**src/rtl/excess_3_to_bcd_serial.sv**
```systemverilog
// -----------------------------------------------------------------------------
// excess_3_to_bcd_serial
//
// Bit-serial Excess-3 to BCD decoder. Excess-3 code words arrive LSB first on
// B_in, and the circuit subtracts 4'b0011 one bit at a time with a borrow. The
// serial BCD result leaves on B_out in the same cycle (Mealy output). When bit 3
// is consumed, the whole digit is also shown in parallel with a one-cycle valid
// strobe and an illegal-code flag.
//
// All registers update on the falling edge of clk. This matches the bit timing
// of the serial BCD-to-Excess-3 encoder that feeds this block.
//
// Ports
//   clk          in   1  clock; state updates on the falling edge
//   reset_b      in   1  asynchronous active-low reset
//   B_in         in   1  serial Excess-3 bit, LSB first
//   en           in   1  bit valid; B_in is consumed only when en=1
//   sync         in   1  with en=1, the current bit is bit 0 of a new word
//   clr_err      in   1  synchronous clear of err_sticky (a new error wins)
//   B_out        out  1  serial BCD bit, combinational, forced to 0 when en=0
//   digit        out  4  last completed 4-bit difference
//   digit_valid  out  1  one-cycle pulse after bit 3 is consumed
//   code_err     out  1  qualifies digit_valid; 1 = illegal Excess-3 code
//   err_sticky   out  1  set by any code error, held until clr_err or reset
//   bit_pos      out  2  index of the next expected bit
// -----------------------------------------------------------------------------
module excess_3_to_bcd_serial (
  input  logic       clk,
  input  logic       reset_b,
  input  logic       B_in,
  input  logic       en,
  input  logic       sync,
  input  logic       clr_err,
  output logic       B_out,
  output logic [3:0] digit,
  output logic       digit_valid,
  output logic       code_err,
  output logic       err_sticky,
  output logic [1:0] bit_pos
);

  // Each state names a bit position and whether a borrow is pending into it.
  typedef enum logic [2:0] {
    S0    = 3'd0,
    S1_NB = 3'd1,
    S1_B  = 3'd2,
    S2_NB = 3'd3,
    S2_B  = 3'd4,
    S3_NB = 3'd5,
    S3_B  = 3'd6
  } state_t;

  state_t     state_q, state_d;
  state_t     eff_state;
  state_t     nxt_state;
  logic [2:0] sr_q, sr_d;
  logic [3:0] digit_q, digit_d;
  logic       valid_q, valid_d;
  logic       code_err_q, code_err_d;
  logic       sticky_q, sticky_d;

  logic       out_bit;
  logic       borrow;
  logic       last_bit;
  logic       done;
  logic       word_err;

  // ---------------------------------------------------------------------------
  // State and output registers
  // ---------------------------------------------------------------------------
  always_ff @(negedge clk or negedge reset_b) begin
    if (!reset_b) begin
      state_q    <= S0;
      sr_q       <= 3'b000;
      digit_q    <= 4'h0;
      valid_q    <= 1'b0;
      code_err_q <= 1'b0;
      sticky_q   <= 1'b0;
    end else begin
      state_q    <= state_d;
      sr_q       <= sr_d;
      digit_q    <= digit_d;
      valid_q    <= valid_d;
      code_err_q <= code_err_d;
      sticky_q   <= sticky_d;
    end
  end

  // ---------------------------------------------------------------------------
  // Serial subtractor: output bit, borrow and successor state.
  // Bits 0 and 1 subtract a 1 from the constant 0011; bits 2 and 3 subtract
  // only the pending borrow.
  // ---------------------------------------------------------------------------
  always_comb begin
    // sync restarts the word. The discarded partial bits are pushed out of the
    // shift register by the three shifts that come before the next bit 3.
    eff_state = sync ? S0 : state_q;
    out_bit   = 1'b0;
    borrow    = 1'b0;
    nxt_state = S0;

    case (eff_state)
      S0: begin
        out_bit   = ~B_in;
        borrow    = ~B_in;
        nxt_state = B_in ? S1_NB : S1_B;
      end
      S1_NB: begin
        out_bit   = ~B_in;
        borrow    = ~B_in;
        nxt_state = B_in ? S2_NB : S2_B;
      end
      S1_B: begin
        // Subtracting 1 plus a borrow of 1 always leaves b and always borrows.
        out_bit   = B_in;
        borrow    = 1'b1;
        nxt_state = S2_B;
      end
      S2_NB: begin
        out_bit   = B_in;
        borrow    = 1'b0;
        nxt_state = S3_NB;
      end
      S2_B: begin
        out_bit   = ~B_in;
        borrow    = ~B_in;
        nxt_state = B_in ? S3_NB : S3_B;
      end
      S3_NB: begin
        out_bit   = B_in;
        borrow    = 1'b0;
        nxt_state = S0;
      end
      S3_B: begin
        out_bit   = ~B_in;
        borrow    = ~B_in;
        nxt_state = S0;
      end
      default: begin
        out_bit   = 1'b0;
        borrow    = 1'b0;
        nxt_state = S0;
      end
    endcase
  end

  // ---------------------------------------------------------------------------
  // Word assembly, validity, and error tracking
  // ---------------------------------------------------------------------------
  always_comb begin
    last_bit = (eff_state == S3_NB) || (eff_state == S3_B);
    done     = en & last_bit;

    // A final borrow means the code was below 3. If out3 is set together with
    // bit 2 or bit 1, the difference is above 9.
    word_err = borrow | (out_bit & (sr_q[2] | sr_q[1]));

    state_d    = en ? nxt_state : state_q;
    sr_d       = en ? {out_bit, sr_q[2:1]} : sr_q;
    digit_d    = done ? {out_bit, sr_q} : digit_q;
    code_err_d = done ? word_err : code_err_q;
    valid_d    = done;

    // A new error takes priority over a clear in the same cycle.
    if (done && word_err) begin
      sticky_d = 1'b1;
    end else if (clr_err) begin
      sticky_d = 1'b0;
    end else begin
      sticky_d = sticky_q;
    end
  end

  // ---------------------------------------------------------------------------
  // Outputs
  // ---------------------------------------------------------------------------
  always_comb begin
    case (state_q)
      S1_NB, S1_B: bit_pos = 2'd1;
      S2_NB, S2_B: bit_pos = 2'd2;
      S3_NB, S3_B: bit_pos = 2'd3;
      default:     bit_pos = 2'd0;
    endcase
  end

  assign B_out       = en & out_bit;
  assign digit       = digit_q;
  assign digit_valid = valid_q;
  assign code_err    = code_err_q;
  assign err_sticky  = sticky_q;

endmodule

```
**config.mk**
```make
export PLATFORM = sky130hd
export DESIGN_NAME = excess_3_to_bcd_serial
export DESIGN_NICKNAME = d
export VERILOG_FILES = /design/src/rtl/excess_3_to_bcd_serial.sv
export SDC_FILE = /design/constraint.sdc
export NUM_CORES = 1
export LEC_CHECK = 0
export BUFFER_PORTS_ARGS = -buffer_cell sky130_fd_sc_hd__buf_2
export CORE_MARGIN = 2
export CORE_UTILIZATION = 50
export DETAILED_ROUTE_END_ITERATION = 16
export GPL_ROUTABILITY_DRIVEN = 0
export PLACE_DENSITY_LB_ADDON = 0.15
export REMOVE_ABC_BUFFERS = 1
export SLEW_MARGIN = 20
export SYNTH_ARGS = -nofsm -noshare
export SYNTH_HDL_FRONTEND = slang
export SYNTH_SLANG_ARGS = --single-unit
```
**constraint.sdc**
```tcl
create_clock -name clk -period 1.9 [get_ports clk]
set_input_delay 0.38 -clock clk [delete_from_list [all_inputs] [get_ports clk]]
set_output_delay 0.38 -clock clk [all_outputs]
set_load 0.05 [all_outputs]
```
==> impl_summary.md, run 1 <==
Clock network
The quantity of hold-fixing buffers added after cts is 0. The clock passes through at most 2 buffers. Clock tree synthesis inserted a total of 3 buffers. The count of H-tree levels built during CTS is 1.

The number of sinks on the clock net is 13. The root buffer cell chosen for the clock tree is sky130_fd_sc_hd__clkbuf_4. The clock tree from TritonCTS is built. For the worst-skew pair, the clock arrives at the later sink with an insertion delay of around 290 ps. The clock slew at the register clock pins of the worst setup and hold paths is around 60 ps.

Layout
For this run, the post-layout net count is between 100 and 150. The filler cell count is 58. In the final layout, the share of cells above drive strength 1 is ~62%.

The combined area of the multi-input logic cells is about 400 sq um. From synthesis to final layout, the design area changed by 65.71%. Summing all flip-flop and latch instances after layout gives roughly 330 sq um. The number of antenna repair diodes is 0. Excluding fillers, the count of instances in the completed layout stands at between 100 and 150.

Worst setup path
The critical path capture point type is a primary output. In this run the critical register-to-register path is launched from state_q[0]. Among cell families on the critical path, the largest total delay comes from flip-flops. The critical setup path kind is register to primary output.

The cell at the slowest stage of the critical path is sky130_fd_sc_hd__dfrtn_1. The data arrival time of the critical path is between 2000 and 3000 ps. STA classifies the critical path startpoint as a register. In this run the worst setup path begins at state_q[2]. The combined buffer and inverter count along the critical path is 1.

Measured in cells, the most critical reg-to-reg path has a length of 7. At the worst endpoint, the required time is between 1500 and 2000 ps. For this run, the slowest stage of the critical path takes 480 ps.

In this run the worst path has a maximum fanout of 4. The cell count along the critical path is 5. The critical path goes through nand2_2 > o22a_1 > o221a_4 > nor2b_4 > buf_8.

Detailed routing
The first detailed-routing pass ran for 5 iterations. The number of nets with antenna violations after routing is 0. The detailed router placed between 600 and 700 vias in this run.

The final routed wire length divided by cell count is 15.84 microns. The routed wire length is ~1.9 mm. The via-per-instance ratio is 5.306. The number of DRC violations after detailed routing is 0. The detailed router's first-iteration violation count is 18.

Worst hold path
Counting instances, the worst hold path has a depth of 1. The tightest min-delay check is of the register to register type. In this run the most critical hold path is launched from sr_q[0].

Power and ir drop
Net switching is a little over two fifths of the power. The analysis attributes to net switching a power of 611.6 uW. Sequential cells burn 29.4% of the power. VDD sags by at most 0.6996 mV. For this design the static power due to leakage is between 0.0005 and 0.0006 uW. The power density over the cells is 1258 mW/mm^2.

The clock share of power is a little under an eighth. The internal portion of total power is between 800 and 900 uW. The combinational fraction of design power is 58.7%.

Placed design
The number of placed instances, taps included, is 105. The HPWL after detailed placement is between 1 and 1.5 mm. The setup slack after placement is -806.1 ps. During placement, the flow inserted port buffers numbering 15.

Yosys
The average instance in the mapped netlist occupies between 10 and 15 sq um. The number of warning messages in the yosys log is 0. Ranked by instance count, the synthesized netlist is headed by sky130_fd_sc_hd__dfrtn_1 (13), sky130_fd_sc_hd__mux2_2 (5), sky130_fd_sc_hd__nor2_1 (5). The post-synthesis cell type count is 30. The library cell with the largest summed area after synthesis is sky130_fd_sc_hd__dfrtn_1. After synthesis, the share of flip-flops with an asynchronous set or reset is 100.0%. The most used flip-flop cell after synthesis is sky130_fd_sc_hd__dfrtn_1. The area of the mapped netlist is ~700 sq um. Sequential cells were found to cover a little under half of the synthesized design area.

The post-synthesis register bit count is 13. The number of instances in the synthesized netlist is 66. The most frequent cell after synthesis is sky130_fd_sc_hd__dfrtn_1. After synthesis, the cell types taking the most area are sky130_fd_sc_hd__dfrtn_1 (46%), sky130_fd_sc_hd__mux2_2 (8.0%), sky130_fd_sc_hd__o221a_4 (2.9%).

The top cell type by area accounts for a little under half of the synthesized area. In this run, synthesis inferred 0 flip-flops with an integrated enable.

Flow run
The tool flagged a number of max-cap violations equal to 0.

Floorplanning
The height of the die is approximately 41 microns. The number of top-level design ports is 16. For this configuration, the core starts out at a cell density of roughly 54%. The die covers between 0.0015 and 0.002 sq mm. The die is 41.44 microns wide. The number of core rows is 13.

The placeable core region is between 0.001 and 0.0015 sq mm.

GRT
The wire length of the first global-routing pass is ~3.1 mm. The number of antenna violations at the first check in global routing is 0. Summed over all layers, the global routing overflow is 0.

In the global route stage, overall resource usage came out at approximately a quarter. The number of global-route vias before repair is 709. Entering global routing, the biggest net connects 14 pins.

Timing
Setup violations remaining at the end of the flow were counted as 15. The pin slew with the least headroom to its limit is 306.1 ps. Clock skew on the completed layout was measured at 2.801 ps.

The number of pins with negative max-slew slack in the final report is 0. The worst path setup slack after routing is -1012 ps. Setup repair after global routing could not meet its margin everywhere. The final-layout worst hold slack is between 400 and 500 ps. In this run the tightest slew margin relative to its limit is approximately 80%. The number of hold violations in the final report is 0.

Run status
The checks that failed: negative setup slack. The run finished, with violations left.
## stage by stage
step           setup TNS [ps]  instance area [sq um]  power (uW)  utilization (%)
2_1_floorplan           -5195                  671.9       833.4                -
3_3_place_gp            -6777                  870.8       999.7            66.92
3_5_place_dp            -7096                  870.8        1016            66.92
4_1_cts                 -4935                   1099        1391            84.42
5_1_grt                 -5631                   1161        1528            89.23
6_report                -5234                   1161        1460            89.23
## registers in the layout (all words and copies together), names as in the netlist
register and count:
err_sticky 1, code_err 1, state_q 3, sr_q 3, digit 4, digit_valid 1
## cell type report
| class | instances | share of cell area, % |
|---|---|---|
| Tap cell | 15 | 1.616 |
| Timing Repair Buffer | 41 | 32.00 |
| Clock buffer | 4 | 2.263 |
| Inverter | 3 | 1.185 |
| Sequential cell | 13 | 28.02 |
| Multi-Input combinational cell | 45 | 34.91 |
## cells by family after synthesis
kind of cell	count (synthesis)	synth area share [%]
mux	5	8.035
simple gates	19	16.07
xor+xnor	2	2.500
flops	13	46.43
compound gates	19	21.25
buf+inv	8	5.713
## cells in the final DEF (no fill, tap or decap), drive strengths merged
master,instances
buf,41
dfrtn,13
nor2,5
mux2,5
a21oi,5
nand2b,4
clkbuf,4
nor2b,4
nand2,3
inv,3
o22ai,2
o31ai,2
o22a,2
o21ai,2
xnor2,1
xor2,1
and3,1
a21o,1
o221a,1
o221ai,1
o21a,1
and2b,1
o211ai,1
nand3b,1
a211oi,1
## final timing paths
path                       slack (ps)         end
min in group asynchronous         810  err_sticky
max reg2reg                       140    digit[0]
max in group asynchronous         820  state_q[2]
min                               460     sr_q[0]
min reg2reg                       460     sr_q[0]
max                             -1010       B_out
## repair_timing
action,CTS,global route
setup buffers,10,10
gates resized for setup,40,12
pin swaps,5,6
setup endpoints to repair,18,19
cloned,0,0
## power groups by stage
stage	Clock (uW)	Combinational [uW]	Sequential, uW
CTS	175	788	428
global route	190	900	438
finish	173	857	430
detailed placement	0	597	419
global placement	0	589	410
floorplan	0	209	624
## layer usage
layer  wire [microns]  vias to the layer above  global-route usage (%)
li1                 -                      309                       -
met1              755                      304                   28.05
met2             1014                       25                   42.50
met3              123                        4                   8.696
met4               23                        0                   8.387
met5                0                        -                       0
No activity file was read; power rests on OpenSTA's default activity.
==> inputs of run 2 (changes only) <==
--- a/config.mk
+++ b/config.mk
@@ -6,8 +6,9 @@
 export NUM_CORES = 1
 export LEC_CHECK = 0
 export BUFFER_PORTS_ARGS = -buffer_cell sky130_fd_sc_hd__buf_2
+export CAP_MARGIN = 20
 export CORE_MARGIN = 2
-export CORE_UTILIZATION = 50
+export CORE_UTILIZATION = 54
 export DETAILED_ROUTE_END_ITERATION = 16
 export GPL_ROUTABILITY_DRIVEN = 0
 export PLACE_DENSITY_LB_ADDON = 0.15
==> constraint.sdc (replaced) <==
create_clock -name clk -period 3.6 [get_ports clk]
set_input_delay 0.72 -clock clk [delete_from_list [all_inputs] [get_ports clk]]
set_output_delay 0.72 -clock clk [all_outputs]
set_load 0.05 [all_outputs]
==> run 2 against run 1 <==
Combinational power down 60%. Cell area down 18%. Sequential share of layout area up 6.2 points. The run still ends with negative setup slack left. Count of clock-buffer cells in the layout unchanged. Die area down 6.7%. Critical path depth unchanged. Worst setup slack better by 550 ps. Power down 55%.
==> impl_summary.md, run 2 (synthesis results as in run 1) <==
Timing
The final clock skew is roughly 0.56 ps. Setup repair after global routing could not meet its margin everywhere. For the pin with the worst max-slew slack, the measured transition is 300.3 ps. The summed negative setup slack over all endpoints is -937.7 ps.

Final hold analysis gives a worst-case slack of 455.8 ps. The worst max-slew margin expressed relative to the limit is 79.98%. The worst path setup slack after routing is -459.8 ps. The number of pins with negative max-slew slack in the final report is 0. The number of setup violations in the final report is 3. The number of hold violations in the final report is 0.

Placed design
After detailed placement, the design holds a cell count of between 100 and 150. Once detailed placement completed, the half-perimeter wirelength came to roughly 1.1 mm. The number of input and output port buffers inserted is 15.

Worst hold path
The type of the most critical hold path is register to register. In this run the most critical hold path is launched from digit[2]. Counting instances, the worst hold path has a depth of 1. The terminating pin of the worst hold path is digit[2].

GRT
The number of global-route vias before repair was approximately 550. For this run, global-route usage on met3 was measured as around 10%. The met1 track utilization from global routing is between 20% and 30%. The largest net degree at the start of global routing is 14. Across every metal layer, demand over resource in global routing totals between 20% and 30%. Global routing finished with a remaining overflow of 0. The peak-usage layer in the global routing report is met2. The wire length of the first global-routing pass is about 2.4 mm. For met2 alone, demand over resource in global routing was 41.53%.

The number of antenna violations at the first check in global routing is 0.

Floorplanning
The initial core utilization is between 60% and 70%. In this run the vertical extent of the chip is 40.02 microns. The floorplan die area is ~0.0016 sq mm. The die is around 40 microns wide. The placeable core region is 0.001156 sq mm.

16 I/O pins were placed. After floorplanning, the core was divided into 12 placement rows.

Layout
In the final layout, the multi-input gates occupy between 300 and 400 sq um. The top cell types in the final layout, fill and taps aside, are sky130_fd_sc_hd__dfrtn_1 (13), sky130_fd_sc_hd__buf_2 (12), sky130_fd_sc_hd__buf_4 (9). The storage element area is about 330 sq um. From synthesis to final layout, the design area changed by 35.54%. Leaving out fill and tap cells, the most frequent cell in the layout is sky130_fd_sc_hd__dfrtn_1. The number of antenna diodes in the final layout is 0. The number of standard cells in the layout, taps in and fillers out is 106. At the end of the flow the core is filled with cells to around 82%. Fill cells in the final layout number 80. The register with the most flip-flops in the layout has 4 of them. At the end of the flow, the number of nets in the layout was between 90 and 100. The layout cell share with drive strength beyond 1 is roughly half.

Worst setup path
The endpoint of the worst-slack reg-to-reg timing path is digit[1]. The critical path launch point type is a register. The required time at the endpoint of the critical path is around 2900 ps. The largest driver fanout on the critical path is 4. The worst setup path is captured at a primary output.

For flop-to-flop paths, the worst setup slack is between 1500 and 2000 ps. The data arrival time of the critical path is between 3000 and 4000 ps. The setup path with the least slack is of type register to primary output.

The origin of the critical flop-to-flop path is state_q[1]. The number of cells on the worst reg-to-reg path is 4.

Clock network
The clock reaches the later pin of the worst-skew pair after 280 ps. The quantity of hold-fixing buffers added after cts is 0. The clock slew at the register clock pins of the worst setup and hold paths is 50 ps. The maximum buffer depth of the clock tree is 2. The clock tree from TritonCTS is built. The tree is rooted in a sky130_fd_sc_hd__clkbuf_4. The count of H-tree levels built during CTS is 1.

The number of clock buffers inserted by TritonCTS is 3. The number of sinks on the clock net is 13.

Power and ir drop
Of the total power, combinational logic draws 53.1%. Summed over all nets, the switching power comes to slightly below 300 uW. The peak supply drop is 0.5194 mV. The clock network burns between 10% and 20% of the power. Power spread over the standard cell area amounts to 688.1 mW/mm^2.

The switching part of the total power is between 40% and 50%. The relative contribution of sequential cells to total power is 33.4%. The internal portion of total power is between 300 and 400 uW. The leakage power is between 0.0004 and 0.0005 uW.

Detailed routing
The routed wire length is about 1.5 mm. In this run the remaining antenna-violating nets after routing total 0. The detailed router's first-iteration violation count is 10. In the final routed layout, each cell accounts on average for around 15 microns. The length of the first detailed-routing pass in iterations is 4. In the routed layout, each cell is associated on average with a via count of approximately 5.5. The number of DRC violations after detailed routing is 0.

The total via count in the routed design is around 580.

Run status
The flow ran to the end, but the final reports show violations. The checks that failed: negative setup slack.

Flow run
The number of maximum-capacitance violations is 0.
-- run 2: repair_timing --
action | CTS | global route
gates resized for setup | 7 | 8
setup buffers | 0 | 0
setup endpoints to repair | 3 | 3
pin swaps | 0 | 1
-- run 2: how the worst max path moves through the flow --
stage | from | end | slack, ps
5_1_grt | state_q[2] | B_out | -540
4_1_cts | state_q[2] | B_out | -460
3_5_place_dp | state_q[2] | B_out | -230
3_3_place_gp | state_q[2] | B_out | -210
2_1_floorplan | state_q[0] | B_out | -450
6_report | state_q[2] | B_out | -460
-- run 2: through the flow --
step | worst slack, ps | power, uW | instance area (sq um)
floorplan | -451.6 | 439.8 | 671.9
global placement | -214.6 | 526.4 | 854.6
detailed placement | -234.3 | 537.2 | 854.6
CTS | -463.4 | 639.7 | 907.1
global route | -536.4 | 690.1 | 949.7
finish | -459.8 | 653.4 | 949.7
-- run 2: metal layers --
layer	up-vias	part of all wire [%]
met5	-	0
met4	0	0.65
met3	2	4.6
met2	15	52
met1	280	43
li1	286	-
-- run 2: power groups by stage --
stage               logic [uW]  clock network, uW  registers (uW)
finish                     347               88.2             218
global route               367                100             223
CTS                        330               91.7             218
detailed placement         317                  0             220
global placement           311                  0             215
floorplan                  110                  0             329
-- run 2: worst max-delay path, stage by stage, from the launching register on --
cell and delay, ps:
sky130_fd_sc_hd__dfrtn_1 370, sky130_fd_sc_hd__buf_6 130, sky130_fd_sc_hd__o22a_1 210, sky130_fd_sc_hd__o221a_4 280
sky130_fd_sc_hd__nor2b_4 110, sky130_fd_sc_hd__buf_6 160
-- run 2: area by class of cell --
| cell class | count | area share, % |
|---|---|---|
| flip-flops and latches | 13 | 34.26 |
| multi-input cells | 45 | 39.39 |
| clock buffers | 4 | 2.767 |
| repair buffers | 27 | 20.55 |
| well taps | 14 | 1.845 |
| inverters | 3 | 1.186 |
==> inputs of run 3 (changes only) <==
--- a/config.mk
+++ b/config.mk
@@ -5,11 +5,11 @@
 export SDC_FILE = /design/constraint.sdc
 export NUM_CORES = 1
 export LEC_CHECK = 0
-export BUFFER_PORTS_ARGS = -buffer_cell sky130_fd_sc_hd__buf_2
 export CAP_MARGIN = 20
-export CORE_MARGIN = 2
-export CORE_UTILIZATION = 54
+export CORE_AREA = 2 2 39 41
 export DETAILED_ROUTE_END_ITERATION = 16
+export DIE_AREA = 0 0 41 43
+export DONT_BUFFER_PORTS = 1
 export GPL_ROUTABILITY_DRIVEN = 0
 export PLACE_DENSITY_LB_ADDON = 0.15
 export REMOVE_ABC_BUFFERS = 1
==> run 3 against run 2 <==
The flow still finishes with violations (negative setup slack). Routed wire length increased by 56%. Critical path type unchanged. Sequential power increased by 50%. Count of clock-buffer cells in the layout unchanged. Clock power increased by 12%. Worst hold slack improved by 3.6 ps. Sequential cell count unchanged. Largest power group is now registers. Via count increased by 23%.
==> impl_summary.md, run 3 (synthesis results as in run 1) <==
Layout
The storage element area is 325.3 sq um. The post-layout instance area is roughly 0.0012 sq mm. The combined area of the multi-input logic cells is 370.4 sq um. Fill cells in the final layout number 73. The area overhead of the layout relative to synthesis is 64.46%. The register with the most flip-flops in the layout has 4 of them. The library cells used most frequently in the layout, excluding fill and tap cells, are sky130_fd_sc_hd__buf_4 (25), sky130_fd_sc_hd__buf_6 (17), sky130_fd_sc_hd__dfrtn_1 (13).

The post-route netlist has around three fifths of its cells at a drive strength greater than 1. The leading cell type in the layout, fill and taps excluded is sky130_fd_sc_hd__buf_4. The repair_antennas step left the layout with diodes totalling 0.

In the final design database the tool counted 115 nets.

Run status
The checks that failed: negative setup slack. The run finished, with violations left.

Worst hold path
The type of the most critical hold path is register to register.

Worst setup path
At the worst endpoint, the arrival time is roughly 3500 ps. The critical path goes through nand2_2 > buf_6 > o22a_1 > o221a_4 > nor2b_4 > buf_12. The worst setup path is captured at a primary output. The cell at the slowest stage of the critical path is sky130_fd_sc_hd__dfrtn_1.

The largest driver fanout on the critical path is 3. The combined buffer and inverter count along the critical path is 2. Among cell families on the critical path, the largest total delay comes from flip-flops. The worst setup path is of the register to primary output kind.

For this run, the slowest stage of the critical path takes between 400 and 500 ps. The required time at the endpoint of the critical path is roughly 2900 ps. The critical path launch point type is a register.

Detailed routing
After detailed routing, the average wire length per cell comes to about 19 microns. The via-per-instance ratio is roughly 5.8. For this run, design rule violations remaining after detail routing come to 0. The detailed router's first-iteration violation count is 17. The routed wire length is between 2 and 2.5 mm. The number of nets with antenna violations after routing is 0. The total via count in the routed design is 720.

The length of the first detailed-routing pass in iterations is 4.

Floorplanning
The initial core utilization is roughly half. The placeable core region is roughly 0.0014 sq mm. The floorplan die area is around 0.0018 sq mm. The number of core rows is 14. The number of top-level design ports is 16. The width of the die is a little over 40 microns.

The height of the die is approximately 43 microns.

Timing
At the pin with the least slew margin, the transition time is 484.9 ps. Setup violations remaining at the end of the flow were counted as 4. The worst max-slew margin expressed relative to the limit is between 60% and 70%. The number of pins with negative max-slew slack in the final report is 0. Setup repair after global routing could not meet its margin everywhere. The final clock skew is around 15 ps.

The number of hold violations in the final report was 0. The worst path setup slack after routing is -641.1 ps.

Clock network
The clock tree from TritonCTS is built. In this run, CTS created clock tree buffers numbering 3. The insertion delay of the later-clocked pin in the worst-skew pair is around 300 ps.

Buffers inserted to repair hold after CTS numbered 0. The longest clock path from root to sink contains 2 buffers. In this run the number of H-tree levels came out at 1. The clock tree root buffer cell is sky130_fd_sc_hd__clkbuf_4.

The number of sinks on the clock net is 13. The clock slew at the register clock pins of the worst setup and hold paths is 70 ps.

Placed design
The count of buffers added on input and output ports is 0. The total placed instance area is 772.0 sq um. The detailed placement HPWL is roughly 900 microns. Prior to clock tree synthesis, the placed netlist has a worst setup slack of -208.7 ps.

GRT
The overall global routing resource usage is between 20% and 30%. The number of antenna violations at the first check in global routing came to 0. Global routing finished with a remaining overflow of 0. The number of global-route vias before repair is 680. The first global-routing pass estimated between 3 and 4 mm of wire. Entering global routing, the biggest net connects 14 pins.

Power and ir drop
The power density over the cells is roughly 630 mW/mm^2. Across the VDD grid, the largest voltage drop is about 0.46 mV. The leakage power is 0.0005300 uW.

Flow run
The number of maximum-capacitance violations is 0.
## run 3: where the power goes
part	leakage, uW	internal, uW	switching [uW]	total (uW)
clock network	0.0000150	43.2	55.7	98.9
logic	0.000359	171	131	301
registers	0.000156	190	138	328
total	0.000530	404	324	728
## run 3: routing by layer
layer,track usage [%],share of wire [%]
met5,0,0
met1,39.66,40
met2,41.56,50
met4,16.00,2.5
met3,9.424,6.5
## run 3: path summary, 6_finish.rpt
check | start | endpoint | slack, ps | cells past startpoint
hold / removal | sr_q[0] | digit[0] | 460 | 1
hold reg to reg | sr_q[0] | digit[0] | 460 | 1
setup reg to reg | state_q[2] | state_q[0] | -380 | 29
max in group asynchronous | reset_b | sr_q[1] | 1690 | 0
setup / recovery | state_q[2] | B_out | -640 | 6
min in group asynchronous | reset_b | code_err | 1790 | 0
## run 3: area by class of cell
class	instances	area share [%]
Clock buffer	4	2.280
Sequential cell	13	28.23
Timing Repair Buffer	43	34.64
Tap cell	16	1.737
Inverter	3	0.9772
Multi-Input combinational cell	45	32.14
## run 3: what timing repair did
item                       4_1_cts  5_1_grt
resized for setup                6       18
setup endpoints to repair        3        4
setup buffers                   33        3
pin swaps                        4        5
## run 3: metrics by stage
stage | std cells | hold slack, ps | setup TNS, ps | power, uW | utilization, %
2_1_floorplan | 61 | 435.3 | -1127 | 439.8 | -
3_3_place_gp | 86 | 447.2 | -177.4 | 487.9 | 55.79
3_5_place_dp | 86 | 456.4 | -208.7 | 491.5 | 55.79
4_1_cts | 123 | 456.4 | -1406 | 674.0 | 77.85
5_1_grt | 124 | 468.1 | -1771 | 755.3 | 83.27
6_report | 124 | 459.4 | -1647 | 728.5 | 83.27
